### src/rtl/bp_cfg_fwd_arbiter.sv
// Round-robin arbiter sharing one BedRock mem_fwd/mem_rev config channel among
// num_req_p requesters; an in-order tag queue routes each response home.
module bp_cfg_fwd_arbiter #(
  parameter int num_req_p               = 2,
  parameter int tag_els_p               = 4,
  // Widths normally derived from bp_params_p (e_bp_default_cfg)
  parameter int mem_fwd_header_width_lp = 66,
  parameter int mem_rev_header_width_lp = 66,
  parameter int bedrock_fill_width_p    = 64
) (
  input  logic                                          clk_i,
  input  logic                                          reset_i,

  input  logic [num_req_p*mem_fwd_header_width_lp-1:0]  req_fwd_header_i,
  input  logic [num_req_p*bedrock_fill_width_p-1:0]     req_fwd_data_i,
  input  logic [num_req_p-1:0]                          req_fwd_v_i,
  output logic [num_req_p-1:0]                          req_fwd_ready_and_o,

  output logic [mem_fwd_header_width_lp-1:0]            mem_fwd_header_o,
  output logic [bedrock_fill_width_p-1:0]               mem_fwd_data_o,
  output logic                                          mem_fwd_v_o,
  input  logic                                          mem_fwd_ready_and_i,

  input  logic [mem_rev_header_width_lp-1:0]            mem_rev_header_i,
  input  logic [bedrock_fill_width_p-1:0]               mem_rev_data_i,
  input  logic                                          mem_rev_v_i,
  output logic                                          mem_rev_ready_and_o,

  output logic [mem_rev_header_width_lp-1:0]            req_rev_header_o,
  output logic [bedrock_fill_width_p-1:0]               req_rev_data_o,
  output logic [num_req_p-1:0]                          req_rev_v_o,
  input  logic [num_req_p-1:0]                          req_rev_ready_and_i,

  output logic                                          error_o
);

  localparam int          req_id_width_lp = (num_req_p > 1) ? $clog2(num_req_p) : 1;
  localparam int          ptr_width_lp    = (tag_els_p > 1) ? $clog2(tag_els_p) : 1;
  localparam int          cnt_width_lp    = $clog2(tag_els_p + 1);
  localparam int unsigned num_req_lp      = num_req_p;

  logic [num_req_p-1:0][mem_fwd_header_width_lp-1:0] hdr_arr;
  logic [num_req_p-1:0][bedrock_fill_width_p-1:0]    data_arr;

  logic [req_id_width_lp-1:0] last_grant_r, lock_id_r, grant_id, head_id;
  logic                       lock_r, error_r;
  logic [req_id_width_lp-1:0] tag_mem_r [tag_els_p];
  logic [ptr_width_lp-1:0]    rptr_r, wptr_r;
  logic [cnt_width_lp-1:0]    tag_cnt_r;

  logic tag_full, tag_empty, fwd_hs, rev_hs, stray;
  logic found;
  int unsigned idx;

  assign hdr_arr  = req_fwd_header_i;
  assign data_arr = req_fwd_data_i;

  assign tag_full  = (tag_cnt_r == cnt_width_lp'(tag_els_p));
  assign tag_empty = (tag_cnt_r == '0);
  assign head_id   = tag_mem_r[rptr_r];

  // A pending-but-unaccepted grant is pinned so the downstream beat stays stable
  always_comb begin
    found    = 1'b0;
    idx      = 0;
    grant_id = req_id_width_lp'((32'(last_grant_r) + 1) % num_req_lp);
    if (lock_r) begin
      grant_id = lock_id_r;
    end else begin
      for (int unsigned i = 1; i <= num_req_lp; i++) begin
        idx = (32'(last_grant_r) + i) % num_req_lp;
        if (!found && req_fwd_v_i[idx]) begin
          grant_id = req_id_width_lp'(idx);
          found    = 1'b1;
        end
      end
    end
  end

  assign mem_fwd_header_o = hdr_arr[grant_id];
  assign mem_fwd_data_o   = data_arr[grant_id];
  assign mem_fwd_v_o      = reset_i & (|req_fwd_v_i) & ~tag_full;
  assign fwd_hs           = mem_fwd_v_o & mem_fwd_ready_and_i;

  always_comb begin
    req_fwd_ready_and_o = '0;
    if (reset_i && mem_fwd_ready_and_i && !tag_full)
      req_fwd_ready_and_o[grant_id] = 1'b1;
  end

  // With nothing outstanding a response is swallowed rather than stalling the endpoint
  always_comb begin
    req_rev_v_o         = '0;
    mem_rev_ready_and_o = 1'b0;
    if (reset_i) begin
      if (tag_empty) begin
        mem_rev_ready_and_o = 1'b1;
      end else begin
        mem_rev_ready_and_o  = req_rev_ready_and_i[head_id];
        req_rev_v_o[head_id] = mem_rev_v_i;
      end
    end
  end

  assign req_rev_header_o = mem_rev_header_i;
  assign req_rev_data_o   = mem_rev_data_i;
  assign rev_hs           = mem_rev_v_i & mem_rev_ready_and_o & ~tag_empty;
  assign stray            = reset_i & mem_rev_v_i & tag_empty;
  assign error_o          = error_r;

  always_ff @(posedge clk_i or negedge reset_i) begin
    if (!reset_i) begin
      last_grant_r <= req_id_width_lp'(num_req_p - 1);
      lock_r       <= 1'b0;
      lock_id_r    <= '0;
      rptr_r       <= '0;
      wptr_r       <= '0;
      tag_cnt_r    <= '0;
      error_r      <= 1'b0;
    end else begin
      if (fwd_hs) begin
        last_grant_r <= grant_id;
        lock_r       <= 1'b0;
        wptr_r       <= (wptr_r == ptr_width_lp'(tag_els_p - 1)) ? '0 : wptr_r + 1'b1;
      end else if (mem_fwd_v_o) begin
        lock_r    <= 1'b1;
        lock_id_r <= grant_id;
      end
      if (rev_hs)
        rptr_r <= (rptr_r == ptr_width_lp'(tag_els_p - 1)) ? '0 : rptr_r + 1'b1;
      case ({fwd_hs, rev_hs})
        2'b10:   tag_cnt_r <= tag_cnt_r + 1'b1;
        2'b01:   tag_cnt_r <= tag_cnt_r - 1'b1;
        default: tag_cnt_r <= tag_cnt_r;
      endcase
      if (stray)
        error_r <= 1'b1;
    end
  end

  always_ff @(posedge clk_i) begin
    if (fwd_hs)
      tag_mem_r[wptr_r] <= grant_id;
  end

endmodule

### config.mk
export PLATFORM = sky130hd
export DESIGN_NAME = bp_cfg_fwd_arbiter
export DESIGN_NICKNAME = d
export VERILOG_FILES = /design/src/rtl/bp_cfg_fwd_arbiter.sv
export SDC_FILE = /design/constraint.sdc
export NUM_CORES = 1
export LEC_CHECK = 0
export BUFFER_PORTS_ARGS = -buffer_cell sky130_fd_sc_hd__buf_2
export CORE_AREA = 2 2 255 257
export CTS_BUF_LIST = sky130_fd_sc_hd__clkbuf_4
export CTS_CLUSTER_DIAMETER = 40
export DETAILED_ROUTE_END_ITERATION = 10
export DIE_AREA = 0 0 257 259
export MAX_ROUTING_LAYER = met4
export PLACE_DENSITY = 0.3
export SLEW_MARGIN = 20
export SYNTH_ARGS = -nofsm -noshare
export SYNTH_HDL_FRONTEND = slang
export SYNTH_SLANG_ARGS = --single-unit
export TNS_END_PERCENT = 30
### constraint.sdc
create_clock -name clk_i -period 4.7 [get_ports clk_i]
set_input_delay 0.47 -clock clk_i [delete_from_list [all_inputs] [get_ports clk_i]]
set_output_delay 0.47 -clock clk_i [all_outputs]
set_load 0.02 [all_outputs]
==> impl_metrics.env, run 1 <==
export IMPL_fmax_mhz=361.6
export IMPL_dp_cells=1461
export IMPL_crit_fanout=84
export IMPL_startpoint_type="flip-flop"
export IMPL_slew_viol_final=0
export IMPL_hpwl_um=14710
export IMPL_insertion_delay_ns=0.28
export IMPL_drt_iter0_markers=63
export IMPL_status="completed"
export IMPL_synth_area_top_cells="mux2_4 28%, buf_4 27%, mux2_2 20%, dfrtp_1 6.9%, edfxtp_1 3.3%"
export IMPL_clk_pin_slew_ns=0.10
export IMPL_cp_arrival_ns=2.30
export IMPL_hold_class="input port to async pin"
export IMPL_cts_hold_repair_buffers=0
export IMPL_num_nets_final=1016
export IMPL_totalWireLength_um=16240
export IMPL_antenna_found_initial=6
export IMPL_start_util_pct=5.690
export IMPL_reg2regPathDepth=9
export IMPL_final_util_pct=8.935
export IMPL_fp_dieH_um=259
export IMPL_rsz0062_at_grt="no"
export IMPL_root_buffer="clkbuf_4"
export IMPL_route_met2_wl_um=7012
export IMPL_wl_met3_um=3352
export IMPL_dr_total_vias=3493
export IMPL_cp_slowest_cell="dfstp_2"
export IMPL_die_area_sq_mm=0.06656
export IMPL_setup_viol=0
export IMPL_fin_crit_ns=2.765
export IMPL_port_buffer_count=404
export IMPL_num_io_pins=665
export IMPL_gp_congestion=0.7685
export IMPL_r2r_start="rptr_r[0]$_DFFE_PN0P_"
export IMPL_fin_tns_setup_ns=0
export IMPL_wl_per_cell_um=11.05
export IMPL_ys_warn_count=0
export IMPL_post_cts_buffers=0
export IMPL_synth_cell_type_count=32
export IMPL_cts_tree="built"
export IMPL_postSynthCellCount=345
export IMPL_worstSetupPathType="flip-flop to output port"
export IMPL_relSlewSlack_pct=58.64
export IMPL_hold_violations=0
export IMPL_dr_pass1_iters=4
export IMPL_ys_seq_area_share_pct=10.91
export IMPL_synth_nets=750
export IMPL_grt_start_max_net_pins=85
export IMPL_cp_cell_sequence="maj3_2, o21a_4, buf_12, mux2_2, buf_2"
export IMPL_pre_cts_ws_ns=2.125
export IMPL_period_share_pct=58.84
export IMPL_top_layer="met4"
export IMPL_synth_avg_cell_area_sq_um=10.54
export IMPL_ant_nets=0
export IMPL_ir_drop_v=0.0002102
export IMPL_detail_route_vias_per_cell=2.378
export IMPL_drc=0
export IMPL_crit_path_end_kind="output port"
export IMPL_grt_pass1_wl_um=21280
export IMPL_ff2ff_setup_slack_ns=2.14
export IMPL_die_width_um=257
export IMPL_ys_seq_elements=15
export IMPL_wl_met1_um=5545
export IMPL_numCtsBuffers=3
export IMPL_htree_num_levels=1
export IMPL_yosysTopAreaCellShare_pct=28.09
export IMPL_setup_slack_ns=1.935
export IMPL_cts_sink_count=15
export IMPL_stdcell_count=1469
export IMPL_post_cts_resized=0
export IMPL_leakagePower_nw=2.838
export IMPL_synthesis_area_sq_mm=0.003635
export IMPL_fillers=7428
export IMPL_grt_pass1_vias=3476
export IMPL_finClkSkew_ns=0.009254
export IMPL_clk_path_buf_depth=2
export IMPL_critPathMaxStageDelay_ns=0.57
export IMPL_grt_ovfl_total=0
export IMPL_synth_top_cell_by_area="mux2_4"
export IMPL_core_sq_mm=0.06388
export IMPL_gr_usage_all_layers_pct=4.396
export IMPL_layout_drive_gt1_share_pct=90.16
export IMPL_reg2reg_to="tag_cnt_r[2]$_DFFE_PN0P_"
export IMPL_worst_pin_slew_ns=0.6203
export IMPL_rows=93
export IMPL_required_ns=4.23
export IMPL_areaGrowthSynthToFinish_pct=57.04
export IMPL_cap_viol_max_count=0
export IMPL_powerDensity_mw_per_mm2=447.9
[Yosys cell counts]
master / n
buf_4: 130
nor2b_1: 1
nor2_1: 7
buf_6: 9
mux2i_1: 2
fa_1: 1
o21a_1: 2
nand3b_1: 1
clkbuf_1: 1
mux2_4: 68
edfxtp_1: 4
xnor2_1: 1
nand2_1: 3
xor2_1: 2
mux4_2: 1
nor3_1: 2
buf_2: 6
or3b_2: 1
dfstp_2: 1
mux2_2: 66
a21o_1: 1
inv_1: 7
o21ai_0: 2
or3_1: 1
and3_1: 4
nand3_1: 1
ha_1: 6
a21boi_0: 1
maj3_2: 1
nor3b_1: 1
dfrtp_1: 10
o21bai_1: 1
[flip-flops by register name (all words and copies together), names as in the netlist]
register / count
last_grant_r: 1
tag_mem_r: 4
wptr_r: 2
lock_id_r: 1
error_o: 1
lock_r: 1
tag_cnt_r: 3
rptr_r: 2
[how the worst max path moves through the flow]
stage / start / endpoint / slack [ns] / cells after the start
finish: last_grant_r$_DFFE_PN1P_ / mem_fwd_data_o[53] / 1.93 / 5
global route: last_grant_r$_DFFE_PN1P_ / mem_fwd_data_o[53] / 1.81 / 5
CTS: last_grant_r$_DFFE_PN1P_ / mem_fwd_data_o[53] / 1.91 / 5
detailed placement: rptr_r[0]$_DFFE_PN0P_ / tag_cnt_r[2]$_DFFE_PN0P_ / 2.12 / 9
global placement: rptr_r[0]$_DFFE_PN0P_ / tag_cnt_r[2]$_DFFE_PN0P_ / 2.07 / 9
floorplan: rptr_r[0]$_DFFE_PN0P_ / tag_cnt_r[2]$_DFFE_PN0P_ / 2.40 / 9
[cell usage in the layout (no fill, tap or decap), types with 2 or more instances in the layout]
cell type	instances
xor2_1	2
buf_12	2
dfrtp_1	10
o21ai_0	2
mux2_4	68
nor2_1	7
diode_2	4
nor3_1	2
mux2i_1	2
clkbuf_4	3
mux2_2	66
edfxtp_1	4
inv_1	7
and3_1	4
ha_1	6
buf_2	404
nand2_1	3
[layout make-up]
class	instances	area, sq um	area share, %
clock inverters	1	5.005	0.08768
repair buffers	407	2069	36.26
well taps	855	1070	18.74
multi-input cells	177	2108	36.94
inverters	7	26.28	0.4603
clock buffers	3	22.52	0.3946
flip-flops and latches	15	396.6	6.949
diodes	4	10.01	0.1754
[per-stage QoR]
stage	area, sq um	power [mW]	hold WS, ns
after floorplan	3635	2.069	0.1744
after CTS	5698	2.613	0.09948
after global placement	5670	2.547	0.4293
after global routing	5708	2.745	0.1064
after detailed placement	5670	2.532	0.4251
final	5708	2.557	0.1096
[report_power, final]
| group | switching [mW] | total [mW] | internal (mW) |
|---|---|---|---|
| clock network | 0.0411 | 0.0727 | 0.0315 |
| logic | 1.20 | 2.25 | 1.05 |
| registers | 0.0455 | 0.237 | 0.192 |
[worst max-delay path: cells and delay by family, from the launching register on]
family                     cells  cell delay [ns]
muxes                          1             0.43
DFF                            1             0.57
buffers and inverters          2             0.50
adders and majority gates      1             0.20
AOI/OAI and AO/OA              1             0.15
[cells by family after synthesis]
logic type | share of synthesized area [%]
buffers and inverters | 31.29
multiplexers | 49.71
AND/OR/NAND/NOR | 3.133
flip-flops | 10.91
adder cells (fa/ha/maj) | 2.926
AO/OA/AOI/OAI | 1.308
XOR/XNOR | 0.7230
[layer usage]
| layer | track usage, % | up-vias |
|---|---|---|
| li1 | - | 1587 |
| met1 | 4.306 | 1493 |
| met4 | 1.130 | 0 |
| met3 | 3.574 | 10 |
| met5 | - | - |
| met2 | 6.656 | 403 |
No activity file was read; power rests on OpenSTA's default activity.
==> run 2, diff against run 1 <==
Settings changed: CORE_AREA 2 2 255 257 to 2 2 256 258, DIE_AREA 0 0 257 259 to 0 0 258 260.
Clock period 4.7 ns to 2.3 ns, I/O delays scaled along.
==> impl_metrics.env, run 2 (same netlist as run 1, synthesis figures left out) <==
export IMPL_clk_path_buf_depth=2
export IMPL_hold_violations=0
export IMPL_ff2ff_setup_slack_ns=-0.01
export IMPL_regMostFlops="tag_mem_r"
export IMPL_dr_pass1_iters=3
export IMPL_gr_usage_all_layers_pct=4.296
export IMPL_setup_viol=14
export IMPL_fmax_mhz=431.0
export IMPL_num_nets_final=1048
export IMPL_grt_pass1_wl_um=21240
export IMPL_critPathTopFamily="flip-flops"
export IMPL_final_common_cell="buf_2"
export IMPL_grt_met2_usage_pct=7.691
export IMPL_grt_use_met3_pct=2.778
export IMPL_met1_usage_pct=3.935
export IMPL_totalWireLength_um=16040
export IMPL_gp_congestion=0.7464
export IMPL_layout_drive_gt1_share_pct=90.97
export IMPL_start_util_pct=5.669
export IMPL_startpoint_type="flip-flop"
export IMPL_grt_start_max_net_pins=20
export IMPL_grt_pass1_vias=3729
export IMPL_fillers=7446
export IMPL_root_buffer="clkbuf_4"
export IMPL_num_io_pins=665
export IMPL_rows=93
export IMPL_powerDensity_mw_per_mm2=988.4
export IMPL_fin_crit_ns=2.320
export IMPL_cts_sink_count=15
export IMPL_reg2reg_to="tag_cnt_r[2]$_DFFE_PN0P_"
export IMPL_stdcell_area_sq_mm=0.006279
export IMPL_worstSetupPathType="flip-flop to output port"
export IMPL_antenna_found_initial=6
export IMPL_hpwl_um=14040
export IMPL_rsz0062_at_grt="yes"
export IMPL_wl_per_cell_um=10.70
export IMPL_period_share_pct=100.9
export IMPL_numCtsBuffers=3
export IMPL_port_buffer_count=404
export IMPL_cp_slowest_cell="dfstp_2"
export IMPL_drc=0
export IMPL_fp_dieH_um=260
export IMPL_register_area_sq_um=396.6
export IMPL_critPathMaxStageDelay_ns=0.55
export IMPL_core_sq_mm=0.06412
export IMPL_hold_class="input port to flip-flop"
export IMPL_stdcell_count=1500
export IMPL_grt_ovfl_total=0
export IMPL_cts_tree="built"
export IMPL_finClkSkew_ns=0.004433
export IMPL_final_cell_mix="377 x buf_2, 73 x mux2_4, 61 x mux2_2, 31 x buf_6, 19 x buf_4"
export IMPL_relSlewSlack_pct=74.72
export IMPL_die_width_um=258
export IMPL_hold_start="mem_rev_v_i"
export IMPL_largest_reg_flops=4
export IMPL_die_area_sq_mm=0.06708
export IMPL_worst_pin_slew_ns=0.3752
export IMPL_path_buf_inv=3
export IMPL_leakagePower_nw=3.124
export IMPL_slew_viol_final=0
export IMPL_insertion_delay_ns=0.29
export IMPL_multi_input_comb_area_sq_mm=0.002132
export IMPL_violations="negative setup slack"
export IMPL_required_ns=2.07
export IMPL_largestRegisters="tag_mem_r: 4 flops, tag_cnt_r: 3 flops"
export IMPL_cap_viol_max_count=0
export IMPL_dp_cells=1480
export IMPL_crit_path_end_kind="output port"
export IMPL_detail_route_vias_per_cell=2.467
export IMPL_clk_pin_slew_ns=0.10
export IMPL_drt_iter0_markers=33
export IMPL_cp_arrival_ns=2.09
export IMPL_setup_slack_ns=-0.02041
export IMPL_placed_area_sq_mm=0.005856
export IMPL_ir_drop_v=0.0004198
export IMPL_r2r_start="rptr_r[0]$_DFFE_PN0P_"
export IMPL_grt_busiest_layer="met2"
export IMPL_status="complete, but fails checks"
export IMPL_areaGrowthSynthToFinish_pct=72.74
export IMPL_whs_path_depth=3
export IMPL_htree_num_levels=1
export IMPL_dr_total_vias=3700
export IMPL_cp_cell_sequence="maj3_2, o21a_4, buf_12, buf_4, mux2_4, buf_2"
export IMPL_crit_fanout=14
export IMPL_reg2regPathDepth=9
export IMPL_hold_path_end="error_o$_DFFE_PN0P_"
export IMPL_ant_nets=0
-- run 2: cell types whose count changed in the layout (fill, tap and decap cells not counted), sizes merged --
cell / before / now
clkbuf: 3 / 4
buf: 407 / 437
diode: 4 / 3
dlygate4sd3: 0 / 1
-- run 2: timing repair --
item,4_1_cts,5_1_grt
setup endpoints to repair,81,125
pin swaps,4,1
hold buffers,1,0
setup buffers,8,2
resized for setup,24,47
gates cloned,1,1
endpoints found under the hold margin,10,0
-- run 2: worst max-delay path by stage --
stage / startpoint / end / cells past startpoint
after detailed placement: rptr_r[0]$_DFFE_PN0P_ / tag_cnt_r[2]$_DFFE_PN0P_ / 9
after global routing: rptr_r[0]$_DFFE_PN0P_ / tag_cnt_r[2]$_DFFE_PN0P_ / 9
final: last_grant_r$_DFFE_PN1P_ / mem_fwd_data_o[0] / 6
after floorplan: rptr_r[0]$_DFFE_PN0P_ / tag_cnt_r[2]$_DFFE_PN0P_ / 9
after global placement: rptr_r[0]$_DFFE_PN0P_ / tag_cnt_r[2]$_DFFE_PN0P_ / 9
after CTS: last_grant_r$_DFFE_PN1P_ / mem_fwd_header_o[10] / 6
-- run 2: power breakdown --
part / internal, mW / switching, mW
clock: 0.0648 / 0.0918
combinational: 2.92 / 2.65
sequential: 0.392 / 0.0776
total: 3.38 / 2.82
-- run 2: routing by layer --
metal / part of all wire [%] / routed length, um
met1: 32 / 5143
met2: 48 / 7714
met3: 19 / 3060
met4: 0.79 / 126
met5: 0 / 0
-- run 2: per-stage QoR --
step / total power [mW] / setup WS, ns / setup TNS, ns / hold slack [ns] / utilization [%]
CTS: 6.034 / -0.07882 / -1.741 / 0.1815 / 9.482
finish: 6.205 / -0.02041 / -0.1223 / 0.1935 / 9.793
global placement: 5.491 / -0.06535 / -0.06535 / 0.2643 / 9.133
global route: 6.635 / -0.1382 / -6.496 / 0.2163 / 9.793
floorplan: 4.231 / 0.004223 / 0 / -0.06559 / -
detailed placement: 5.458 / -0.04015 / -0.04015 / 0.2563 / 9.133
-- run 2: worst min-delay path, delay by kind of cell --
family | cells | cell delay [ns]
buf+inv | 1 | 0.10
compound gates | 1 | 0.06
simple gates | 1 | 0.06
-- run 2: layout make-up --
class,instances,share of cell area (%)
diodes,3,0.1196
flip-flops and latches,15,6.317
multi-input cells,177,33.96
well taps,855,17.04
clock buffers,3,0.3587
clock inverters,1,0.07971
repair buffers,439,41.71
inverters,7,0.4185
